**src/rtl/cache_mem_ctrl_if.sv**
```systemverilog
// Pipeline-side and data_mem-side signals of the M-stage cache/memory controller.
// The slave modport is the controller; the master modport is the pipeline/memory environment.
interface cache_mem_ctrl_if #(
   parameter int DATA_WIDTH    = 32,
   parameter int ADDRESS_WIDTH = 17,
   parameter int CNT_WIDTH     = 32
);
   logic                     mem_read_m;
   logic                     mem_write_m;
   logic [ADDRESS_WIDTH-1:0] addr_m;
   logic                     hit_m;
   logic                     mem_ack;
   logic [DATA_WIDTH-1:0]    mem_rd;
   logic                     mem_req;
   logic                     mem_we;
   logic [ADDRESS_WIDTH-1:0] mem_addr;
   logic                     refill_we;
   logic                     cache_we;
   logic [DATA_WIDTH-1:0]    refill_data;
   logic                     use_refill;
   logic                     stall_mem;
   logic [CNT_WIDTH-1:0]     hit_count;
   logic [CNT_WIDTH-1:0]     miss_count;
   logic [CNT_WIDTH-1:0]     stall_count;

   modport slave (
      input  mem_read_m, mem_write_m, addr_m, hit_m, mem_ack, mem_rd,
      output mem_req, mem_we, mem_addr, refill_we, cache_we, refill_data,
             use_refill, stall_mem, hit_count, miss_count, stall_count
   );

   modport master (
      output mem_read_m, mem_write_m, addr_m, hit_m, mem_ack, mem_rd,
      input  mem_req, mem_we, mem_addr, refill_we, cache_we, refill_data,
             use_refill, stall_mem, hit_count, miss_count, stall_count
   );
endinterface

```
**src/rtl/cache_mem_ctrl.sv**
```systemverilog
// M-stage cache/data_mem sequencer: load-miss refill and write-through stores with pipeline stall.
// Optional saturating hit/miss/stall counters are built when CACHE_PERF_CNT_EN is defined.
module cache_mem_ctrl #(
   parameter int DATA_WIDTH    = 32,
   parameter int ADDRESS_WIDTH = 17,
   parameter int CNT_WIDTH     = 32
) (
   input  logic            clk_i,
   input  logic            rst_i,
   cache_mem_ctrl_if.slave bus
);
   typedef enum logic [2:0] {
      IDLE    = 3'd0,
      RD_WAIT = 3'd1,
      REFILL  = 3'd2,
      WR_WAIT = 3'd3,
      WR_DONE = 3'd4
   } state_e;

   state_e                   state_q;
   logic [ADDRESS_WIDTH-1:0] addr_q;
   logic [DATA_WIDTH-1:0]    refill_data_q;
   logic                     hit_q;
   logic                     mem_req_q;
   logic                     mem_we_q;
   logic                     refill_we_q;
   logic                     cache_we_q;
   logic                     use_refill_q;

   logic idle_wr;
   logic idle_rd_miss;
   logic idle_rd_hit;
   logic stall;

   // A store takes priority over a load if both are flagged.
   assign idle_wr      = (state_q == IDLE) && bus.mem_write_m;
   assign idle_rd_miss = (state_q == IDLE) && !bus.mem_write_m && bus.mem_read_m && !bus.hit_m;
   assign idle_rd_hit  = (state_q == IDLE) && !bus.mem_write_m && bus.mem_read_m &&  bus.hit_m;

   assign stall = idle_wr || idle_rd_miss || (state_q == RD_WAIT) || (state_q == WR_WAIT);

   always_ff @(posedge clk_i) begin
      if (rst_i) begin
         state_q       <= IDLE;
         addr_q        <= '0;
         refill_data_q <= '0;
         hit_q         <= 1'b0;
         mem_req_q     <= 1'b0;
         mem_we_q      <= 1'b0;
         refill_we_q   <= 1'b0;
         cache_we_q    <= 1'b0;
         use_refill_q  <= 1'b0;
      end else begin
         refill_we_q  <= 1'b0;
         cache_we_q   <= 1'b0;
         use_refill_q <= 1'b0;
         case (state_q)
            IDLE: begin
               if (idle_wr) begin
                  state_q   <= WR_WAIT;
                  addr_q    <= bus.addr_m;
                  hit_q     <= bus.hit_m;
                  mem_req_q <= 1'b1;
                  mem_we_q  <= 1'b1;
               end else if (idle_rd_miss) begin
                  state_q   <= RD_WAIT;
                  addr_q    <= bus.addr_m;
                  mem_req_q <= 1'b1;
                  mem_we_q  <= 1'b0;
               end
            end
            RD_WAIT: begin
               if (bus.mem_ack) begin
                  state_q       <= REFILL;
                  refill_data_q <= bus.mem_rd;
                  mem_req_q     <= 1'b0;
                  refill_we_q   <= 1'b1;
                  use_refill_q  <= 1'b1;
               end
            end
            REFILL: begin
               state_q <= IDLE;
            end
            WR_WAIT: begin
               if (bus.mem_ack) begin
                  state_q    <= WR_DONE;
                  mem_req_q  <= 1'b0;
                  mem_we_q   <= 1'b0;
                  cache_we_q <= hit_q;
               end
            end
            WR_DONE: begin
               state_q <= IDLE;
            end
            default: begin
               state_q   <= IDLE;
               mem_req_q <= 1'b0;
               mem_we_q  <= 1'b0;
            end
         endcase
      end
   end

   assign bus.mem_req     = mem_req_q;
   assign bus.mem_we      = mem_we_q;
   assign bus.mem_addr    = addr_q;
   assign bus.refill_we   = refill_we_q;
   assign bus.cache_we    = cache_we_q;
   assign bus.refill_data = refill_data_q;
   assign bus.use_refill  = use_refill_q;
   assign bus.stall_mem   = stall;

`ifdef CACHE_PERF_CNT_EN
   localparam logic [CNT_WIDTH-1:0] CNT_ONE = CNT_WIDTH'(1);

   logic [CNT_WIDTH-1:0] hit_cnt_q,   hit_cnt_d;
   logic [CNT_WIDTH-1:0] miss_cnt_q,  miss_cnt_d;
   logic [CNT_WIDTH-1:0] stall_cnt_q, stall_cnt_d;

   // Counters stick at all-ones rather than wrapping.
   always_comb begin
      hit_cnt_d   = hit_cnt_q;
      miss_cnt_d  = miss_cnt_q;
      stall_cnt_d = stall_cnt_q;
      if (idle_rd_hit && (hit_cnt_q != '1))
         hit_cnt_d = hit_cnt_q + CNT_ONE;
      if (idle_rd_miss && (miss_cnt_q != '1))
         miss_cnt_d = miss_cnt_q + CNT_ONE;
      if (stall && (stall_cnt_q != '1))
         stall_cnt_d = stall_cnt_q + CNT_ONE;
   end

   always_ff @(posedge clk_i) begin
      if (rst_i) begin
         hit_cnt_q   <= '0;
         miss_cnt_q  <= '0;
         stall_cnt_q <= '0;
      end else begin
         hit_cnt_q   <= hit_cnt_d;
         miss_cnt_q  <= miss_cnt_d;
         stall_cnt_q <= stall_cnt_d;
      end
   end

   assign bus.hit_count   = hit_cnt_q;
   assign bus.miss_count  = miss_cnt_q;
   assign bus.stall_count = stall_cnt_q;
`else
   localparam logic [CNT_WIDTH-1:0] CNT_ZERO = '0;

   logic unused_hit;
   assign unused_hit = idle_rd_hit;

   assign bus.hit_count   = CNT_ZERO;
   assign bus.miss_count  = CNT_ZERO;
   assign bus.stall_count = CNT_ZERO;
`endif
endmodule

```
**src/flat_wrapper.sv**
```systemverilog
// flat-port wrapper written by rule: the top's interface ports become plain ports
module cache_mem_ctrl_flat 
#(
   parameter int DATA_WIDTH    = 32,
   parameter int ADDRESS_WIDTH = 17,
   parameter int CNT_WIDTH     = 32
)
  (clk_i, rst_i, bus_mem_read_m, bus_mem_write_m, bus_addr_m, bus_hit_m, bus_mem_ack, bus_mem_rd, bus_mem_req, bus_mem_we, bus_mem_addr, bus_refill_we, bus_cache_we, bus_refill_data, bus_use_refill, bus_stall_mem, bus_hit_count, bus_miss_count, bus_stall_count);
  cache_mem_ctrl_if #(.DATA_WIDTH(DATA_WIDTH), .ADDRESS_WIDTH(ADDRESS_WIDTH), .CNT_WIDTH(CNT_WIDTH)) bus_i ();
  input  logic clk_i;
  input  logic rst_i;
  input wire logic [$bits(bus_i.mem_read_m)-1:0] bus_mem_read_m;
  input wire logic [$bits(bus_i.mem_write_m)-1:0] bus_mem_write_m;
  input wire logic [$bits(bus_i.addr_m)-1:0] bus_addr_m;
  input wire logic [$bits(bus_i.hit_m)-1:0] bus_hit_m;
  input wire logic [$bits(bus_i.mem_ack)-1:0] bus_mem_ack;
  input wire logic [$bits(bus_i.mem_rd)-1:0] bus_mem_rd;
  output wire logic [$bits(bus_i.mem_req)-1:0] bus_mem_req;
  output wire logic [$bits(bus_i.mem_we)-1:0] bus_mem_we;
  output wire logic [$bits(bus_i.mem_addr)-1:0] bus_mem_addr;
  output wire logic [$bits(bus_i.refill_we)-1:0] bus_refill_we;
  output wire logic [$bits(bus_i.cache_we)-1:0] bus_cache_we;
  output wire logic [$bits(bus_i.refill_data)-1:0] bus_refill_data;
  output wire logic [$bits(bus_i.use_refill)-1:0] bus_use_refill;
  output wire logic [$bits(bus_i.stall_mem)-1:0] bus_stall_mem;
  output wire logic [$bits(bus_i.hit_count)-1:0] bus_hit_count;
  output wire logic [$bits(bus_i.miss_count)-1:0] bus_miss_count;
  output wire logic [$bits(bus_i.stall_count)-1:0] bus_stall_count;
  assign bus_i.mem_read_m = bus_mem_read_m;
  assign bus_i.mem_write_m = bus_mem_write_m;
  assign bus_i.addr_m = bus_addr_m;
  assign bus_i.hit_m = bus_hit_m;
  assign bus_i.mem_ack = bus_mem_ack;
  assign bus_i.mem_rd = bus_mem_rd;
  assign bus_mem_req = bus_i.mem_req;
  assign bus_mem_we = bus_i.mem_we;
  assign bus_mem_addr = bus_i.mem_addr;
  assign bus_refill_we = bus_i.refill_we;
  assign bus_cache_we = bus_i.cache_we;
  assign bus_refill_data = bus_i.refill_data;
  assign bus_use_refill = bus_i.use_refill;
  assign bus_stall_mem = bus_i.stall_mem;
  assign bus_hit_count = bus_i.hit_count;
  assign bus_miss_count = bus_i.miss_count;
  assign bus_stall_count = bus_i.stall_count;
  cache_mem_ctrl #(.DATA_WIDTH(DATA_WIDTH), .ADDRESS_WIDTH(ADDRESS_WIDTH), .CNT_WIDTH(CNT_WIDTH)) u_core (.clk_i(clk_i), .rst_i(rst_i), .bus(bus_i));
endmodule
```
**config.mk**
```make
export PLATFORM = sky130hd
export DESIGN_NAME = cache_mem_ctrl_flat
export DESIGN_NICKNAME = d
export VERILOG_FILES = /design/src/rtl/cache_mem_ctrl_if.sv /design/src/rtl/cache_mem_ctrl.sv /design/src/flat_wrapper.sv
export SDC_FILE = /design/constraint.sdc
export NUM_CORES = 1
export LEC_CHECK = 0
export ABC_AREA = 1
export ABC_CLOCK_PERIOD_IN_PS = 1200
export CAP_MARGIN = 40
export CORE_MARGIN = 4
export CORE_UTILIZATION = 32
export DETAILED_ROUTE_END_ITERATION = 8
export GPL_ROUTABILITY_DRIVEN = 0
export GPL_TIMING_DRIVEN = 0
export MAX_ROUTING_LAYER = met4
export PLACE_DENSITY = 0.88
export SKIP_LAST_GASP = 1
export SYNTH_ARGS = -nofsm -noshare
export SYNTH_HDL_FRONTEND = slang
export SYNTH_SLANG_ARGS = --single-unit
```
**constraint.sdc**
```tcl
create_clock -name clk_i -period 1.2 [get_ports clk_i]
set_clock_uncertainty 0.15 [all_clocks]
set_input_delay 0.24 -clock clk_i [delete_from_list [all_inputs] [get_ports clk_i]]
set_output_delay 0.24 -clock clk_i [all_outputs]
set_load 0.1 [all_outputs]
```
* After elaboration in Yosys (flattened, before gate mapping) *
Index checks and enable logic that the tools add are counted.

storage, ports and cells
  output and inout port bits = 151
  memories kept = 0
  ROM bits = 0
  latch bits = 0
  memory bits (writable) = 0
  bits in registers = 57

cells by class
  multipliers = 0
  div/mod/pow operators = 0
  shifts and indexed selects = 0
  bitwise logic cells = 5
  add/subtract/negate cells = 0
  equal/unequal tests = 8
  order comparisons = 0
  reductions and logical operators = 22
  muxes and demuxes = 15

operators by type and width
  cell                  number
  $mux W17              2
  $mux W3               4
  $pmux W3 S3           1
  $reduce_and A3 Y1     3
  $eq A3 B2 Y1 const B  2
  $mux W1               6
  $pmux W1 S3           2
  $reduce_and A2 Y1     3
  $reduce_or A2 Y1      3
  $reduce_or A3 Y1      2
  $not A1 Y1            5
  $logic_and A1 B1 Y1   4
  $ne A2 B2 Y1 const B  2
  $eq A3 B1 Y1 const B  1
  $eq A3 B3 Y1 const B  1
  $logic_not A3 Y1      1
  $logic_or A1 B1 Y1    3
  $ne A3 B1 Y1 const B  1
  $logic_not A1 Y1      2
  $ne A2 B1 Y1 const B  1
  $reduce_bool A2 Y1    1

* Longest topological paths before layout *
  depth after elaboration = 7
  gate-level depth with buffers = 8
  gate-level depth less buffers = 8

* Least setup slack after synthesis *
Ideal clock, no wire load.

  kind = reg2out
  start point = reg u_core.state_q[1]
  end point = out bus_stall_mem
  stages on the path, launching flop included = 8
  path slack = -0.734 ns
  required time = 0.810 ns
  data arrival time = 1.544 ns
  path buffers = 2
  path through = dfxtp_1 -> buf_4 -> nor2_2 -> nand2_2 -> inv_4 -> nand2_2 -> buf_6 -> nand2_1

on the way
  cells in the longest elaborated chain, start to end = 7
  elaborated cells between the ends (all ways) = 10
  those cells by class = eq/ne (2); reduce/logical (8)

RTL lines
  item                              RTL line                                    RTL
  start: declaration                cache_mem_ctrl.sv:20                        state_e state_q;
  start signal: assignment          cache_mem_ctrl.sv:44                        state_q <= IDLE;
  start signal: assignment          cache_mem_ctrl.sv:60                        state_q <= WR_WAIT;
  start signal: assignment          cache_mem_ctrl.sv:66                        state_q <= RD_WAIT;
  $logic_not A3 Y1                  cache_mem_ctrl.sv:36, cache_mem_ctrl.sv:37
  $logic_and A1 B1 Y1               --
  $logic_and A1 B1 Y1 (2 in a row)  cache_mem_ctrl.sv:37                        assign idle_rd_miss = (state_q == IDLE) && !bus.mem_write_m && bus.mem_read_m && !bus.hit_m;
  $logic_or A1 B1 Y1 (2 in a row)   cache_mem_ctrl.sv:40                        assign stall = idle_wr || idle_rd_miss || (state_q == RD_WAIT) || (state_q == WR_WAIT);
  $logic_or A1 B1 Y1 (*)            cache_mem_ctrl.sv:40
  end: declaration                  flat_wrapper.sv:25                          output wire logic [$bits(bus_i.stall_mem)-1:0] bus_stall_mem;

Every way passes the cells marked *; elsewhere a longest branch is shown, timed or not.

* Worst setup path in the final report *
  start point = reg u_core.state_q[2]
  end point = out bus_stall_mem

The elaborated chain is that of the path after synthesis.

==> key figures <==
Critical path
  – Slowest-stage cell, CP: dfxtp_4
  – Crit path DAT: 1.32 ns
  – CP peak stage delay: 0.37 ns
  – Critical path fanouts, max: 5
  – Worst R2R Setup Slack: -0.38 ns
  – R2r worst-path depth: 7
  – Critical path, cell by cell: nor2_4 > nand2_2 > inv_4 > nand2_4 > buf_8 > nand2_8 > buf_12
  – Reg2reg end: u_core.bus.refill_data[20]
  – Crit end category: primary output
  – Worst Setup Path Type: reg2out
  – Worst path bufs/invs: 3
  – WP data required: 0.81 ns
  – CP Launch Type: register
  – CP Depth: 7
  – Reg-to-reg startpoint: u_core.state_q[2]
  – Setup crit end: bus_stall_mem
  – CP top delay family: flip-flops
  – Critical Path Source: u_core.state_q[2]

Synth
  – Synthesized flop and latch total: 57
  – Asr flop ratio synth: 0
  – Yosys cell types: 27
  – Sequential area share after synthesis: 0.381
  – Synth top area share: 0.381
  – Syn Std Cell Area: 0.00300 mm2
  – Yosys top cell by area: dfxtp_1
  – Post-synth top flop: dfxtp_1
  – Number of synthesized flops with an enable pin: 0
  – Largest cells by area after synthesis: dfxtp_1 38%, buf_4 25%, nor2_1 6.4%
  – Cells after synthesis: 372
  – Synth Area per Inst: 8.06 um2
  – Ys Warns: 0

GRT
  – Grt ovf: 0
  – Vias in the first global route: 3838
  – Largest net degree at the start of global routing: 11
  – Initial antenna violation count: 0
  – All-Layer GR Usage: 0.223
  – First-pass GRT wire length: 19000 um

Drt
  – Initial drt markers: 100
  – Via Count: 3318
  – Antenna Nets Post-Route: 0
  – Drt total wl: 11800 um
  – # DRC: 0
  – Routed len/inst: 15.1 um
  – DR pass1 iterations: 4
  – Vias per std cell: 4.26

Final layout
  – N_diodes: 0
  – Area delta synth->final: 116%
  – Share of layout cells above drive strength 1: 0.550
  – Nets: 717
  – Most common cell after layout, fill and taps aside: buf_4
  – Most frequent cells in the layout: 138 x buf_4, 96 x conb_1, 52 x clkdlybuf4s50_1

Floorplanning
  – FP Rows: 35
  – Total core area: 0.00920 mm2
  – Die area: 0.0110 mm2
  – Initial Utilization: 0.326
  – Die Width: 105 um
  – Die Ht: 105 um
  – I/O pins: 206

Clock tree
  – CTS tree: built
  – H-tree depth: 3
  – Clock buffer depth: 2
  – Clk sinks: 57
  – Root buf cell: clkbuf_8
  – Clock transition at path regs: 0.07 ns
  – Hold Buf Count CTS: 0
  – Clk_lat worst skew: 0.32 ns
  – Number of CTS-inserted buffers: 9

Power and ir drop
  – Cell Pwr Density: 1450 mW/mm2
  – Total Power: 9350 uW
  – Lkg Pwr: 0.00308 uW
  – Maximum vdd ir drop: 0.912 mV

STA
  – Fmax: 584 MHz
  – Period utilisation layout: 1.43
  – Fin crit period: 1.71 ns
  – Fin. Hold Viols: 0
  – RSZ-0062 raised after global routing: true
  – Max_slew headroom: 0.648
  – Hold_ws: 0.242 ns
  – Least-Margin Pin Slew: 0.529 ns
  – Final setup viols: 109
  – Final WS setup: -0.513 ns
  – Max Slew Vio Count: 0

Flow run
  – Max cap viols: 0

Status
  – Failing checks: negative setup slack
  – Status: complete, but fails checks

Placement
  – Pre-CTS setup slack: -1.40 ns
  – Port Buffers: 109
  – Detail Placement HPWL: 7980 um

Hold path
  – Hold Path Class: in2reg
## where the power goes
| group | leakage, uW | internal, uW | switching [uW] | total [uW] |
|---|---|---|---|---|
| Clock | 0.000109 | 1130 | 780 | 1910 |
| Sequential | 0.000496 | 2090 | 183 | 2280 |
| Combinational | 0.00248 | 1780 | 3390 | 5170 |
| Total | 0.00308 | 5000 | 4350 | 9350 |
## routing by layer
layer | vias to the layer above | share of wire | global-route usage
met2 | 183 | 0.54 | 0.430
met1 | 1513 | 0.36 | 0.207
met5 | - | 0 | -
li1 | 1577 | - | -
met4 | 0 | 0.045 | 0.104
met3 | 45 | 0.062 | 0.0463
## cell families after synthesis
logic type	count (synthesis)	synth area share
AND/OR/NAND/NOR	132	0.210
buffers and inverters	125	0.311
AO/OA/AOI/OAI	57	0.0969
flip-flops	57	0.381
other	1	0.00125
## metrics by stage
| step | TNS, ns | util | std cells | instance area [um2] |
|---|---|---|---|---|
| floorplan | -4.81 | - | 467 | 3460 |
| global placement | -68.56 | 0.510 | 687 | 4690 |
| detailed placement | -48.70 | 0.611 | 742 | 5620 |
| CTS | -21.80 | 0.716 | 794 | 6590 |
| global route | -24.01 | 0.703 | 778 | 6460 |
| finish | -18.33 | 0.703 | 778 | 6460 |
## worst reg2reg max path, stage by stage (launching register included)
cell and delay [ns]:
dfxtp_4 0.37, inv_2 0.10, nand2_4 0.08, nor2_8 0.15, nand2_8 0.11, buf_6 0.19, o21ai_1 0.24, nor2_1 0.09
## sequential cells by signal, summed over array words and instances, names as in the netlist
register                count
u_core.bus.mem_we           1
u_core.bus.mem_req          1
u_core.hit_q                1
u_core.bus.refill_data     32
u_core.bus.refill_we        1
u_core.bus.cache_we         1
u_core.state_q              3
u_core.bus.mem_addr        17
## worst min path at each step
stage	from	slack [ns]	to	cells after the start
4_1_cts	bus_mem_write_m	0.23	u_core.hit_q	3
5_1_grt	bus_mem_write_m	0.26	u_core.hit_q	3
6_report	bus_mem_write_m	0.24	u_core.hit_q	3
3_5_place_dp	u_core.hit_q	0.29	u_core.bus.cache_we	2
2_1_floorplan	rst_i	0.16	u_core.state_q[2]	1
3_3_place_gp	u_core.hit_q	0.28	u_core.bus.cache_we	2
## cells in the mapped netlist, types with 4 or more instances
library cell	number
buf_6	6
nand3_1	21
a21oi_1	21
o21ai_1	8
dfxtp_1	57
o21ai_0	26
nor2_2	22
inv_1	8
buf_4	100
nand2_1	29
nor2_1	51
clkbuf_1	4
## timing repair
| item | in CTS | in global routing |
|---|---|---|
| setup endpoints to repair | 111 | 111 |
| pin swaps | 4 | 4 |
| buffers inserted | 34 | 11 |
| gates cloned | 7 | 0 |
| gates resized for setup | 343 | 49 |
## cell type report
| cell class | count | area [um2] |
|---|---|---|
| buffer | 111 | 890 |
| tap | 111 | 139 |
| inverter | 12 | 62.6 |
| clock inverter | 4 | 48.8 |
| sequential | 57 | 1270 |
| multi-input combinational | 286 | 1390 |
| fill | 607 | 2730 |
| clock buffer | 12 | 165 |
| timing repair buffer | 185 | 2500 |
Power figures use the tool's default switching activity.
